==> config.mk <==
export PLATFORM = sky130hd
export DESIGN_NAME = store_buffer
export DESIGN_NICKNAME = d
export VERILOG_FILES = /design/src/rtl/risc_pkg.sv /design/src/rtl/sb_fwd_match.sv /design/src/rtl/store_buffer.sv
export SDC_FILE = /design/constraint.sdc
export NUM_CORES = 1
export LEC_CHECK = 0
export BUFFER_PORTS_ARGS = -buffer_cell sky130_fd_sc_hd__buf_4
export CORE_ASPECT_RATIO = 0.75
export CORE_MARGIN = 3
export CORE_UTILIZATION = 63
export DETAILED_ROUTE_END_ITERATION = 10
export PLACE_DENSITY = 0.87
export SYNTH_ARGS = -nofsm -noshare
export SYNTH_HDL_FRONTEND = slang
export SYNTH_SLANG_ARGS = --single-unit
==> constraint.sdc <==
create_clock -name clk -period 6.6 [get_ports clk]
set_clock_uncertainty 0.05 [all_clocks]
set_input_delay 0.33 -clock clk [delete_from_list [all_inputs] [get_ports clk]]
set_output_delay 0.33 -clock clk [all_outputs]
set_load 0.03 [all_outputs]
==> src/rtl/risc_pkg.sv <==
`default_nettype none
// ============================================================================
// Module   : risc_pkg
// Brief    : Shared word width and memory-port arbitration select encoding.
// Revision : 1.0
// ============================================================================
package risc_pkg;

   localparam int WORD_W = 16;

   typedef enum logic [1:0] {
      SEL_IDLE  = 2'd0,
      SEL_DBG   = 2'd1,
      SEL_LOAD  = 2'd2,
      SEL_DRAIN = 2'd3
   } mem_sel_e;

endpackage
`default_nettype wire

==> src/rtl/sb_fwd_match.sv <==
`default_nettype none
// ============================================================================
// Module   : sb_fwd_match
// Brief    : Youngest-match search over the valid store-buffer entries.
// Revision : 1.0
// ============================================================================
module sb_fwd_match
   import risc_pkg::*;
#(
   parameter int DEPTH  = 4,
   parameter int ADDR_W = 16,
   parameter int DATA_W = WORD_W,
   parameter int PTR_W  = $clog2(DEPTH),
   parameter int CNT_W  = PTR_W + 1
) (
   input  logic [DEPTH-1:0][ADDR_W-1:0] entry_addr,
   input  logic [DEPTH-1:0][DATA_W-1:0] entry_data,
   input  logic [PTR_W-1:0]             head,
   input  logic [CNT_W-1:0]             count,
   input  logic [ADDR_W-1:0]            req_addr,
   output logic                         hit,
   output logic [DATA_W-1:0]            data
);

   // Walk oldest to youngest so a later (younger) match overrides an earlier one.
   always_comb begin
      logic [PTR_W-1:0] w_idx;
      hit   = 1'b0;
      data  = '0;
      w_idx = '0;
      for (int k = 0; k < DEPTH; k++) begin
         w_idx = head + PTR_W'(k);
         if ((CNT_W'(k) < count) && (entry_addr[w_idx] == req_addr)) begin
            hit  = 1'b1;
            data = entry_data[w_idx];
         end
      end
   end

endmodule
`default_nettype wire

==> src/rtl/store_buffer.sv <==
`default_nettype none
// ============================================================================
// Module   : store_buffer
// Brief    : Posted-write FIFO in front of data memory with load forwarding.
// Revision : 1.0
// ============================================================================
module store_buffer
   import risc_pkg::*;
#(
   parameter int DEPTH  = 4,
   parameter int ADDR_W = 16,
   parameter int DATA_W = WORD_W
) (
   input  logic              clk,
   input  logic              rst_n,
   input  logic              req_valid,
   input  logic              req_we,
   input  logic [ADDR_W-1:0] req_addr,
   input  logic [DATA_W-1:0] req_wdata,
   output logic              req_ready,
   output logic [DATA_W-1:0] load_data,
   input  logic              dbg_valid,
   input  logic              dbg_we,
   input  logic [ADDR_W-1:0] dbg_addr,
   input  logic [DATA_W-1:0] dbg_wdata,
   output logic [DATA_W-1:0] dbg_rdata,
   output logic              mem_we,
   output logic [ADDR_W-1:0] mem_addr,
   output logic [DATA_W-1:0] mem_wdata,
   input  logic [DATA_W-1:0] mem_rdata,
   output logic              sb_empty
);

   localparam int PTR_W = $clog2(DEPTH);
   localparam int CNT_W = PTR_W + 1;
   localparam logic [CNT_W-1:0] c_full = CNT_W'(DEPTH);

   logic [DEPTH-1:0][ADDR_W-1:0] r_addr;
   logic [DEPTH-1:0][DATA_W-1:0] r_data;
   logic [PTR_W-1:0]             r_head;
   logic [PTR_W-1:0]             r_tail;
   logic [CNT_W-1:0]             r_count;

   mem_sel_e          w_sel;
   logic              w_push;
   logic              w_pop;
   logic              w_hit;
   logic [DATA_W-1:0] w_fwd_data;

   assign sb_empty  = (r_count == '0);
   assign req_ready = req_we ? (r_count != c_full) : ~dbg_valid;
   assign w_push    = req_valid & req_we & req_ready;
   assign w_pop     = (w_sel == SEL_DRAIN);
   assign dbg_rdata = mem_rdata;
   assign load_data = w_hit ? w_fwd_data : mem_rdata;

   always_comb begin
      w_sel = SEL_IDLE;
      if (dbg_valid)
         w_sel = SEL_DBG;
      else if (req_valid && !req_we)
         w_sel = SEL_LOAD;
      else if (!sb_empty)
         w_sel = SEL_DRAIN;
   end

   always_comb begin
      mem_we    = 1'b0;
      mem_addr  = '0;
      mem_wdata = '0;
      case (w_sel)
         SEL_DBG: begin
            mem_we    = dbg_we;
            mem_addr  = dbg_addr;
            mem_wdata = dbg_wdata;
         end
         SEL_LOAD: begin
            mem_addr  = req_addr;
         end
         SEL_DRAIN: begin
            mem_we    = 1'b1;
            mem_addr  = r_addr[r_head];
            mem_wdata = r_data[r_head];
         end
         default: begin
         end
      endcase
   end

   // Entry payload is deliberately left out of reset; only pointers/count qualify it.
   always_ff @(posedge clk) begin
      if (w_push) begin
         r_addr[r_tail] <= req_addr;
         r_data[r_tail] <= req_wdata;
      end
   end

   always_ff @(posedge clk or negedge rst_n) begin
      if (!rst_n) begin
         r_head  <= '0;
         r_tail  <= '0;
         r_count <= '0;
      end else begin
         if (w_push)
            r_tail <= r_tail + PTR_W'(1);
         if (w_pop)
            r_head <= r_head + PTR_W'(1);
         if (w_push && !w_pop)
            r_count <= r_count + CNT_W'(1);
         else if (!w_push && w_pop)
            r_count <= r_count - CNT_W'(1);
      end
   end

   sb_fwd_match #(
      .DEPTH  (DEPTH),
      .ADDR_W (ADDR_W),
      .DATA_W (DATA_W),
      .PTR_W  (PTR_W),
      .CNT_W  (CNT_W)
   ) u_fwd (
      .entry_addr (r_addr),
      .entry_data (r_data),
      .head       (r_head),
      .count      (r_count),
      .req_addr   (req_addr),
      .hit        (w_hit),
      .data       (w_fwd_data)
   );

endmodule
`default_nettype wire

==> results of run 1 <==
## sequential cells by signal, indices dropped and copies added, names as in the netlist
name     cells
r_addr      64
r_count      3
r_data      64
r_head       2
r_tail       2
## metrics by stage
stage	hold WS (ns)	instances
2_1_floorplan	-0.0156	689
3_3_place_gp	0.0941	973
3_5_place_dp	0.0977	973
4_1_cts	0.0335	1006
5_1_grt	0.0396	1006
6_report	0.0477	1006
## cell type report
type,count,area share (%)
well taps,200,2.22
flip-flops and latches,135,35.7
multi-input cells,459,45.5
clock buffers,17,3.77
inverters,13,0.432
clock inverters,15,1.23
repair buffers,167,11.1
## how the worst max path moves through the flow
stage	from	to	slack, ns	depth (start not counted)
after detailed placement	r_head[1]	load_data[5]	1.70	10
after floorplan	r_head[0]	load_data[10]	3.19	12
after global placement	r_head[1]	load_data[5]	1.77	10
final	r_head[1]	load_data[5]	1.05	10
after CTS	r_head[1]	load_data[5]	1.10	10
after global routing	r_head[1]	load_data[5]	0.86	10
## layer usage
layer,global-route usage (%),wire [um],vias up
met5,0,0,-
met4,9.57,572,0
met3,6.67,2610,57
met2,47.4,12300,474
met1,42.0,9580,3560
li1,-,-,3008
## placed cells by master (no fill, tap or decap), drive strengths merged, types with 16 or more instances in the layout
cell type / Yosys / final
a22o: 18 / 18
mux4: 98 / 98
edfxtp: 128 / 128
xnor2: 52 / 52
mux2: 22 / 22
nor2: 27 / 27
inv: 13 / 22
a221oi: 23 / 23
o31ai: 16 / 16
clkbuf: 31 / 17
o21ai: 18 / 18
mux2i: 43 / 43
buf: 51 / 166
nand2: 36 / 36
## report_power, final
group	internal, uW	total (uW)	switching [uW]
combinational	1080	2160	1080
clock	497	894	397
sequential	1050	1280	223
## worst register-to-register path, stage by stage, from the launching register on
cell and delay (ns):
sky130_fd_sc_hd__dfrtp_1 0.46, sky130_fd_sc_hd__inv_1 0.12, sky130_fd_sc_hd__ha_1 0.25, sky130_fd_sc_hd__a21oi_1 0.45
sky130_fd_sc_hd__and2_1 0.48, sky130_fd_sc_hd__buf_4 0.50
## logic make-up (layout without fill, tap and decap cells)
logic type               after synthesis  count (layout)  share of synthesized area [%]
flip-flops                           135             135                           41.3
multiplexers                         163             163                           29.9
AO/OA/AOI/OAI                        121             121                           10.4
buffers and inverters                 95             212                           5.87
adder cells (fa/ha/maj)                9               9                           1.16
XOR/XNOR                              64              64                           5.77
AND/OR/NAND/NOR                      102             102                           5.56
==> reports/metrics.csv, run 1 <==
stage,metric,value,unit
outcome,outcome,completed,
timing,drv_slew,0,
placed_design,placed_area,10700,um^2
routing,avgViaCountPerCell,7.06,
floorplanning,die_area,17000,um^2
global_route,grt_pass1_wl,38.6,mm
worst_setup_path,critical_path.max_stage_delay,1.02,ns
synthesis,synth_ff_type,sky130_fd_sc_hd__edfxtp_1,
synthesis,netlist.area_leader.share,39.5,%
synthesis,synth_commonest_cells,"sky130_fd_sc_hd__edfxtp_1, sky130_fd_sc_hd__mux4_2, sky130_fd_sc_hd__xnor2_1",
floorplanning,placeable_area,14800,um^2
floorplanning,fp-row-count,38,
clock_network,clock_pin_slew_reported_for_the_worst_setup_and_hold_paths_after_clock_tree_synthesis,0.06,ns
layout,sequential_cell_area,4030,um^2
worst_setup_path,rr_endpoint,r_data[15],
timing,final_critical_path_setup_slack,1.05,ns
power_and_ir_drop,p_leak,0.00406,uW
clock_network,tritoncts,done,
routing,vias,7099,
clock_network,post_cts.repair.setup_buffers,0,
global_route,grt_start_max_net_pins,56,
placed_design,dp.final_hpwl,16.9,mm
worst_setup_path,crit_path_end_kind,primary output,
clock_network,cts.repair.resized,0,
layout,final_core_util,76.3,%
layout,synthToLayoutAreaGrowth,16.1,%
timing,final_min_period_over_clock_period,84.1,%
synthesis,top_cell_type_by_total_area_after_synthesis,sky130_fd_sc_hd__edfxtp_1,
routing,1st_pass_router_iterations,5,
timing,setup_tns_final,0,ns
clock_network,clock-sinks,135,
layout,antenna-diode-count,0,
global_route,grt.overflow.total,0,
routing,drt.antenna.violating_nets,0,
synthesis,syn_area_per_cell,14.1,um^2
synthesis,synth-async-reset-ratio,5.19,%
placed_design,globalplace.congestion,0.937,
worst_setup_path,crit_fanout,55,
routing,drt-wirelength-per-cell,24.9,um
clock_network,root_buffer,sky130_fd_sc_hd__clkbuf_16,
worst_setup_path,timing.reg2reg.setup_slack,3.92,ns
layout,fin_area,11300,um^2
timing,grt_setup_unrepaired,false,
global_route,grtUsageTotal,29.9,%
run,max_cap_viol_count,0,
synthesis,number_of_warnings_printed_during_yosys_synthesis,0,
worst_setup_path,cpLargestDelayFamily,compound AO/OA/AOI/OAI gates,
timing,hold_viol,0,
global_route,vias_in_the_first_global_route,6887,
global_route,grt_antenna_before_repair,0,
synthesis,post_synth_inst_count,689,
worst_setup_path,cp_slowest_cell,sky130_fd_sc_hd__a311oi_4,
timing,max_freq,180,MHz
power_and_ir_drop,vdd_ir_drop_max,0.399,mV
routing,finalWirelength,25.1,mm
synthesis,synth_most_common_cell,sky130_fd_sc_hd__edfxtp_1,
clock_network,cts-htree-levels,4,
synthesis,netlist_area,9720,um^2
synthesis,synth_enable_flop_cells,128,
placed_design,port_buffers,152,
floorplanning,die_height,114,um
clock_network,post_cts_hold_buffer_count,1,
placed_design,dp_slack,1.70,ns
synthesis,postSynthNetCount,784,
routing,number_of_drc_markers_after_the_initial_detailed_route_iteration,954,
synthesis,yosysUniqueCellTypes,59,
synthesis,synth_seq_cells,135,
worst_setup_path,arrival,5.17,ns
synthesis,netlist_top_cells_area,"sky130_fd_sc_hd__edfxtp_1, sky130_fd_sc_hd__mux4_2, sky130_fd_sc_hd__xnor2_1",
clock_network,clock_insertion_delay_worst_skew,0.43,ns
power_and_ir_drop,total_power,4330,uW
routing,detail_route.drc_violations,0,
worst_setup_path,reg2reg_depth,5,
timing,maxSlewHeadroom,20.0,%
floorplanning,die_x,149,um
layout,area_occupied_by_multi_input_gates,5140,um^2
timing,fin_crit,5.55,ns
layout,fill_cells,915,
worst_hold_path,hold_removal_path_class,input port to register,
worst_setup_path,worst_path_most_repeated_cell,sky130_fd_sc_hd__buf_4,
worst_hold_path,worst_hold_path_ep,r_data[54],
worst_setup_path,cp-start-kind,register,
clock_network,cts_buffers,17,
layout,fin_nets,888,
clock_network,ctsLongestPathBuffers,2,
timing,timing.final.setup_violations,0,
worst_hold_path,holdCritStartpoint,req_wdata[6],
power_and_ir_drop,power_density,384,nW/um^2
floorplanning,floorplan.initialDensity,65.7,%
timing,worst-slew-pin-transition,1.20,ns
worst_setup_path,worstPathBufferInverterCount,2,
floorplanning,io-pin-count,153,
worst_setup_path,critical_path_class,register to primary output,
worst_setup_path,crit_path_cells,buf_4 > mux4_2 > xnor2_1 > nand3_1 > or3_4 > a311oi_4 > a221oi_1 > o31ai_1 > mux2_2 > buf_4,
worst_setup_path,reg2reg_from,r_count[0],
worst_setup_path,worst-endpoint-required,6.22,ns
layout,drive_gt1_share,41.3,%
worst_hold_path,hold_path_depth,1,
synthesis,synth_seq_area_share,41.3,%
Power figures use the tool's default switching activity.
==> inputs of run 2 (changes only) <==
--- a/config.mk
+++ b/config.mk
@@ -5,12 +5,13 @@
 export SDC_FILE = /design/constraint.sdc
 export NUM_CORES = 1
 export LEC_CHECK = 0
+export ABC_AREA = 1
 export BUFFER_PORTS_ARGS = -buffer_cell sky130_fd_sc_hd__buf_4
 export CORE_ASPECT_RATIO = 0.75
 export CORE_MARGIN = 3
-export CORE_UTILIZATION = 63
+export CORE_UTILIZATION = 53
 export DETAILED_ROUTE_END_ITERATION = 10
-export PLACE_DENSITY = 0.87
+export PLACE_DENSITY = 0.78
 export SYNTH_ARGS = -nofsm -noshare
 export SYNTH_HDL_FRONTEND = slang
 export SYNTH_SLANG_ARGS = --single-unit
==> constraint.sdc (replaced) <==
create_clock -name clk -period 5 [get_ports clk]
set_clock_uncertainty 0.05 [all_clocks]
set_input_delay 0.25 -clock clk [delete_from_list [all_inputs] [get_ports clk]]
set_output_delay 0.25 -clock clk [all_outputs]
set_load 0.03 [all_outputs]
==> run 2 against run 1 <==
Global-route usage barely moved. Synthesized area rose by 7.6%. Power rose by 61%. Final area rose by 9.4%. Synthesized cell count rose by 120%. Sequential share of layout area fell by 3.1 points. Via count rose by 52%. Highest routed layer unchanged. Largest cell class unchanged. Core utilization fell by 11 points.
==> reports/metrics.csv, run 2 <==
stage,metric,value,unit,change
power_and_ir_drop,sw_ratio,50.4,%,+11 points
floorplanning,die_area,21500,um^2,+27%
timing,timing.final.setup_violations,0,,unchanged
synthesis,synth_ff_type,sky130_fd_sc_hd__edfxtp_1,,
power_and_ir_drop,power.sequential.fraction,21.7,%,-7.8 points
routing,1st_pass_router_iterations,9,,+4
routing,detail_route.drc_violations,0,,unchanged
synthesis,post_synth_inst_count,1493,,+120%
worst_setup_path,worst-endpoint-required,4.70,ns,-1.52 ns
worst_setup_path,arrival,4.29,ns,-0.88 ns
worst_setup_path,cp_slowest_cell,sky130_fd_sc_hd__dfrtp_4,,
clock_network,tritoncts,done,,
clock_network,cts-htree-levels,4,,unchanged
outcome,outcome,completed,,
layout,reg_top3,"r_addr: 64 flops, r_data: 64 flops, r_count: 3 flops",,
floorplanning,floorplan.initialDensity,55.2,%,-11 points
layout,fin_nets,1707,,+92%
global_route,grt_antenna_before_repair,0,,unchanged
worst_setup_path,cp-start-kind,register,,
placed_design,dp.final_hpwl,23.0,mm,+36%
layout,fill_cells,1676,,+83%
timing,fin_crit,4.59,ns,
power_and_ir_drop,cell_internal_pwr,3470,uW,+32%
timing,max_freq,218,MHz,
clock_network,clock_insertion_delay_worst_skew,0.44,ns,about the same
global_route,grt_pass1_wl,50.5,mm,+31%
worst_setup_path,critical_path.max_stage_delay,0.68,ns,-0.34 ns
worst_setup_path,worst_path_most_repeated_cell,sky130_fd_sc_hd__nand2_1,,
worst_setup_path,crit_fanout,51,,-7.3%
power_and_ir_drop,p_clk_share,19.5,%,-1.2 points
floorplanning,io-pin-count,153,,unchanged
synthesis,syn_area_per_cell,7.01,um^2,-50%
routing,number_of_drc_markers_after_the_initial_detailed_route_iteration,1577,,+65%
layout,commonest_non_fill_non_tap_cells_in_the_layout,"sky130_fd_sc_hd__nand2_1, sky130_fd_sc_hd__buf_4, sky130_fd_sc_hd__edfxtp_1",,
timing,drv_slew,0,,unchanged
timing,worst-slew-pin-transition,0.850,ns,-0.351 ns
worst_hold_path,holdCritStartpoint,req_addr[1],,
floorplanning,die_height,128,um,+12%
power_and_ir_drop,vdd_ir_drop_max,0.391,mV,-1.8%
global_route,grt.overflow.total,0,,unchanged
synthesis,synth_seq_area_share,38.4,%,-2.9 points
synthesis,number_of_warnings_printed_during_yosys_synthesis,0,,unchanged
routing,vias,10793,,+52%
placed_design,placed_area,11500,um^2,+7.6%
floorplanning,die_x,168,um,+13%
global_route,grtUsageTotal,29.9,%,about the same
synthesis,synth-async-reset-ratio,5.19,%,unchanged
placed_design,globalplace.congestion,0.978,,+4.5%
clock_network,cts_buffers,17,,unchanged
clock_network,clock_pin_slew_reported_for_the_worst_setup_and_hold_paths_after_clock_tree_synthesis,0.06,ns,about the same
worst_setup_path,cpLargestDelayFamily,simple AND/OR/NAND/NOR gates,,
routing,drt-wirelength-per-cell,17.4,um,-30%
synthesis,netlist_area,10500,um^2,+7.6%
worst_hold_path,hold_removal_path_class,input port to register,,
layout,synthToLayoutAreaGrowth,18.0,%,
clock_network,root_buffer,sky130_fd_sc_hd__clkbuf_16,,
worst_setup_path,worstPathBufferInverterCount,3,,+1
power_and_ir_drop,power_density,566,nW/um^2,+47%
floorplanning,placeable_area,18900,um^2,+28%
synthesis,synth_enable_flop_cells,128,,unchanged
global_route,grt_start_max_net_pins,61,,+8.9%
timing,setup_tns_final,0,ns,unchanged
worst_setup_path,timing.reg2reg.setup_slack,2.15,ns,-1.77 ns
synthesis,synth_seq_cells,135,,unchanged
routing,avgViaCountPerCell,5.77,,-18%
synthesis,yosysUniqueCellTypes,45,,-24%
worst_hold_path,worst_hold_path_ep,r_addr[49],,
power_and_ir_drop,p_sw,3520,uW,+110%
layout,drive_gt1_share,15.1,%,-26 points
layout,layout.cells.most_common,sky130_fd_sc_hd__nand2_1,,
power_and_ir_drop,p_leak,0.00592,uW,+46%
synthesis,synth_most_common_cell,sky130_fd_sc_hd__nand2_1,,
synthesis,top_cell_type_by_total_area_after_synthesis,sky130_fd_sc_hd__edfxtp_1,,
synthesis,netlist.area_leader.share,36.7,%,-2.8 points
routing,drt.antenna.violating_nets,0,,unchanged
synthesis,postSynthNetCount,1588,,+100%
clock_network,ctsLongestPathBuffers,2,,unchanged
worst_setup_path,rr_endpoint,r_addr[35],,
timing,hold_viol,0,,unchanged
power_and_ir_drop,comb_power_share,58.7,%,+8.8 points
clock_network,clock-sinks,135,,unchanged
run,max_cap_viol_count,0,,unchanged
synthesis,netlist_top_cells_area,"sky130_fd_sc_hd__edfxtp_1, sky130_fd_sc_hd__nand2_1, sky130_fd_sc_hd__nand3_1",,
timing,grt_setup_unrepaired,false,,
global_route,vias_in_the_first_global_route,9736,,+41%
layout,fin_area,12300,um^2,+9.4%
placed_design,port_buffers,152,,unchanged
routing,finalWirelength,32.6,mm,+30%
timing,final_min_period_over_clock_period,91.9,%,
worst_setup_path,critical_path_class,register to primary output,,
worst_setup_path,reg2reg_depth,6,,+1
worst_setup_path,reg2reg_from,r_count[0],,
worst_setup_path,crit_path_end_kind,primary output,,
worst_setup_path,crit_path_cells,inv_4 > buf_4 > nand2_1 > nand2_1 > nand2_1 > nand3_1 > nand2_1 > nor2_1 > nand2_1 > nor2_4 > nand3_4 > a21oi_2 > nand2_1 > nand2_1 > nand2_1 > nand2_1 > buf_4,,
floorplanning,fp-row-count,43,,+13%
synthesis,synth_commonest_cells,"sky130_fd_sc_hd__nand2_1, sky130_fd_sc_hd__edfxtp_1, sky130_fd_sc_hd__inv_1, sky130_fd_sc_hd__nand3_1, sky130_fd_sc_hd__o21ai_0",,
layout,antenna-diode-count,0,,unchanged
timing,maxSlewHeadroom,43.2,%,+23 points
worst_hold_path,hold_path_depth,1,,unchanged
-- run 2: cell count changes in the layout (fill, tap and decap cells not counted), moves of 24 or more --
cell,previous run,this run
sky130_fd_sc_hd__o21ai_1,1,34
sky130_fd_sc_hd__nand4_1,5,29
sky130_fd_sc_hd__nand3_1,2,124
sky130_fd_sc_hd__nor2_1,27,68
sky130_fd_sc_hd__nand2_1,36,612
sky130_fd_sc_hd__mux4_2,94,0
sky130_fd_sc_hd__xnor2_1,52,1
sky130_fd_sc_hd__inv_1,12,124
sky130_fd_sc_hd__o21ai_0,17,117
-- run 2: cells by family (layout without fill, tap and decap cells) --
kind of cell | count (synthesis) | after routing | synth area share, %
AO/OA/AOI/OAI | 200 | 200 | 10.8
XOR/XNOR | 14 | 14 | 1.17
adder cells (fa/ha/maj) | 9 | 9 | 1.08
buffers and inverters | 215 | 346 | 9.68
flip-flops | 135 | 135 | 38.4
multiplexers | 32 | 32 | 3.06
AND/OR/NAND/NOR | 888 | 889 | 35.8
-- run 2: layout make-up --
type	count	area, um^2	share of cell area, %
multi-input combinational	1144	5480	44.4
sequential	135	4020	32.6
timing repair buffer	182	1410	11.4
inverter	132	500	4.05
clock buffer	19	433	3.51
tap	247	309	2.50
clock inverter	13	194	1.57
-- run 2: stage by stage --
step	std cells	utilization, %	hold WS (ns)	total power, uW	setup WS [ns]
after floorplan	1493	-	-0.0956	4560	2.21
after global placement	1822	60.9	0.0242	5400	0.906
after detailed placement	1822	60.9	0.0264	5490	0.775
after CTS	1871	65.1	0.00679	6870	0.306
after global routing	1872	65.2	0.0124	7510	0.107
final	1872	65.2	0.0114	6980	0.406
-- run 2: power groups by stage --
stage,clock [uW],sequential (uW),combinational [uW]
after floorplan,0,1460,3100
after global placement,0,1530,3870
after detailed placement,0,1540,3960
after CTS,1360,1510,4000
after global routing,1410,1530,4560
final,1360,1520,4100
-- run 2: worst max path at each step --
stage	from	to	slack [ns]	depth (start not counted)
after floorplan	r_count[0]	r_addr[0]	2.21	5
after global placement	r_head[0]	load_data[15]	0.91	16
after CTS	r_head[0]	load_data[8]	0.31	15
final	r_head[0]	load_data[1]	0.41	17
after global routing	r_head[0]	load_data[1]	0.11	17
after detailed placement	r_head[0]	load_data[8]	0.78	15
-- run 2: per-layer routing --
layer / wire, um / vias up / GRT usage (%)
met2: 13900 / 639 / 44.7
met5: 0 / - / 0
met1: 13900 / 4936 / 42.4
met3: 4020 / 71 / 8.48
met4: 704 / 0 / 9.19
li1: - / 5147 / -
-- run 2: repair_timing --
action                                  CTS  global route
endpoints found under the hold margin    71             0
hold buffers                             17             0
setup buffers                             0             0
endpoints found under the setup margin    0            16
resized for setup                         0             2
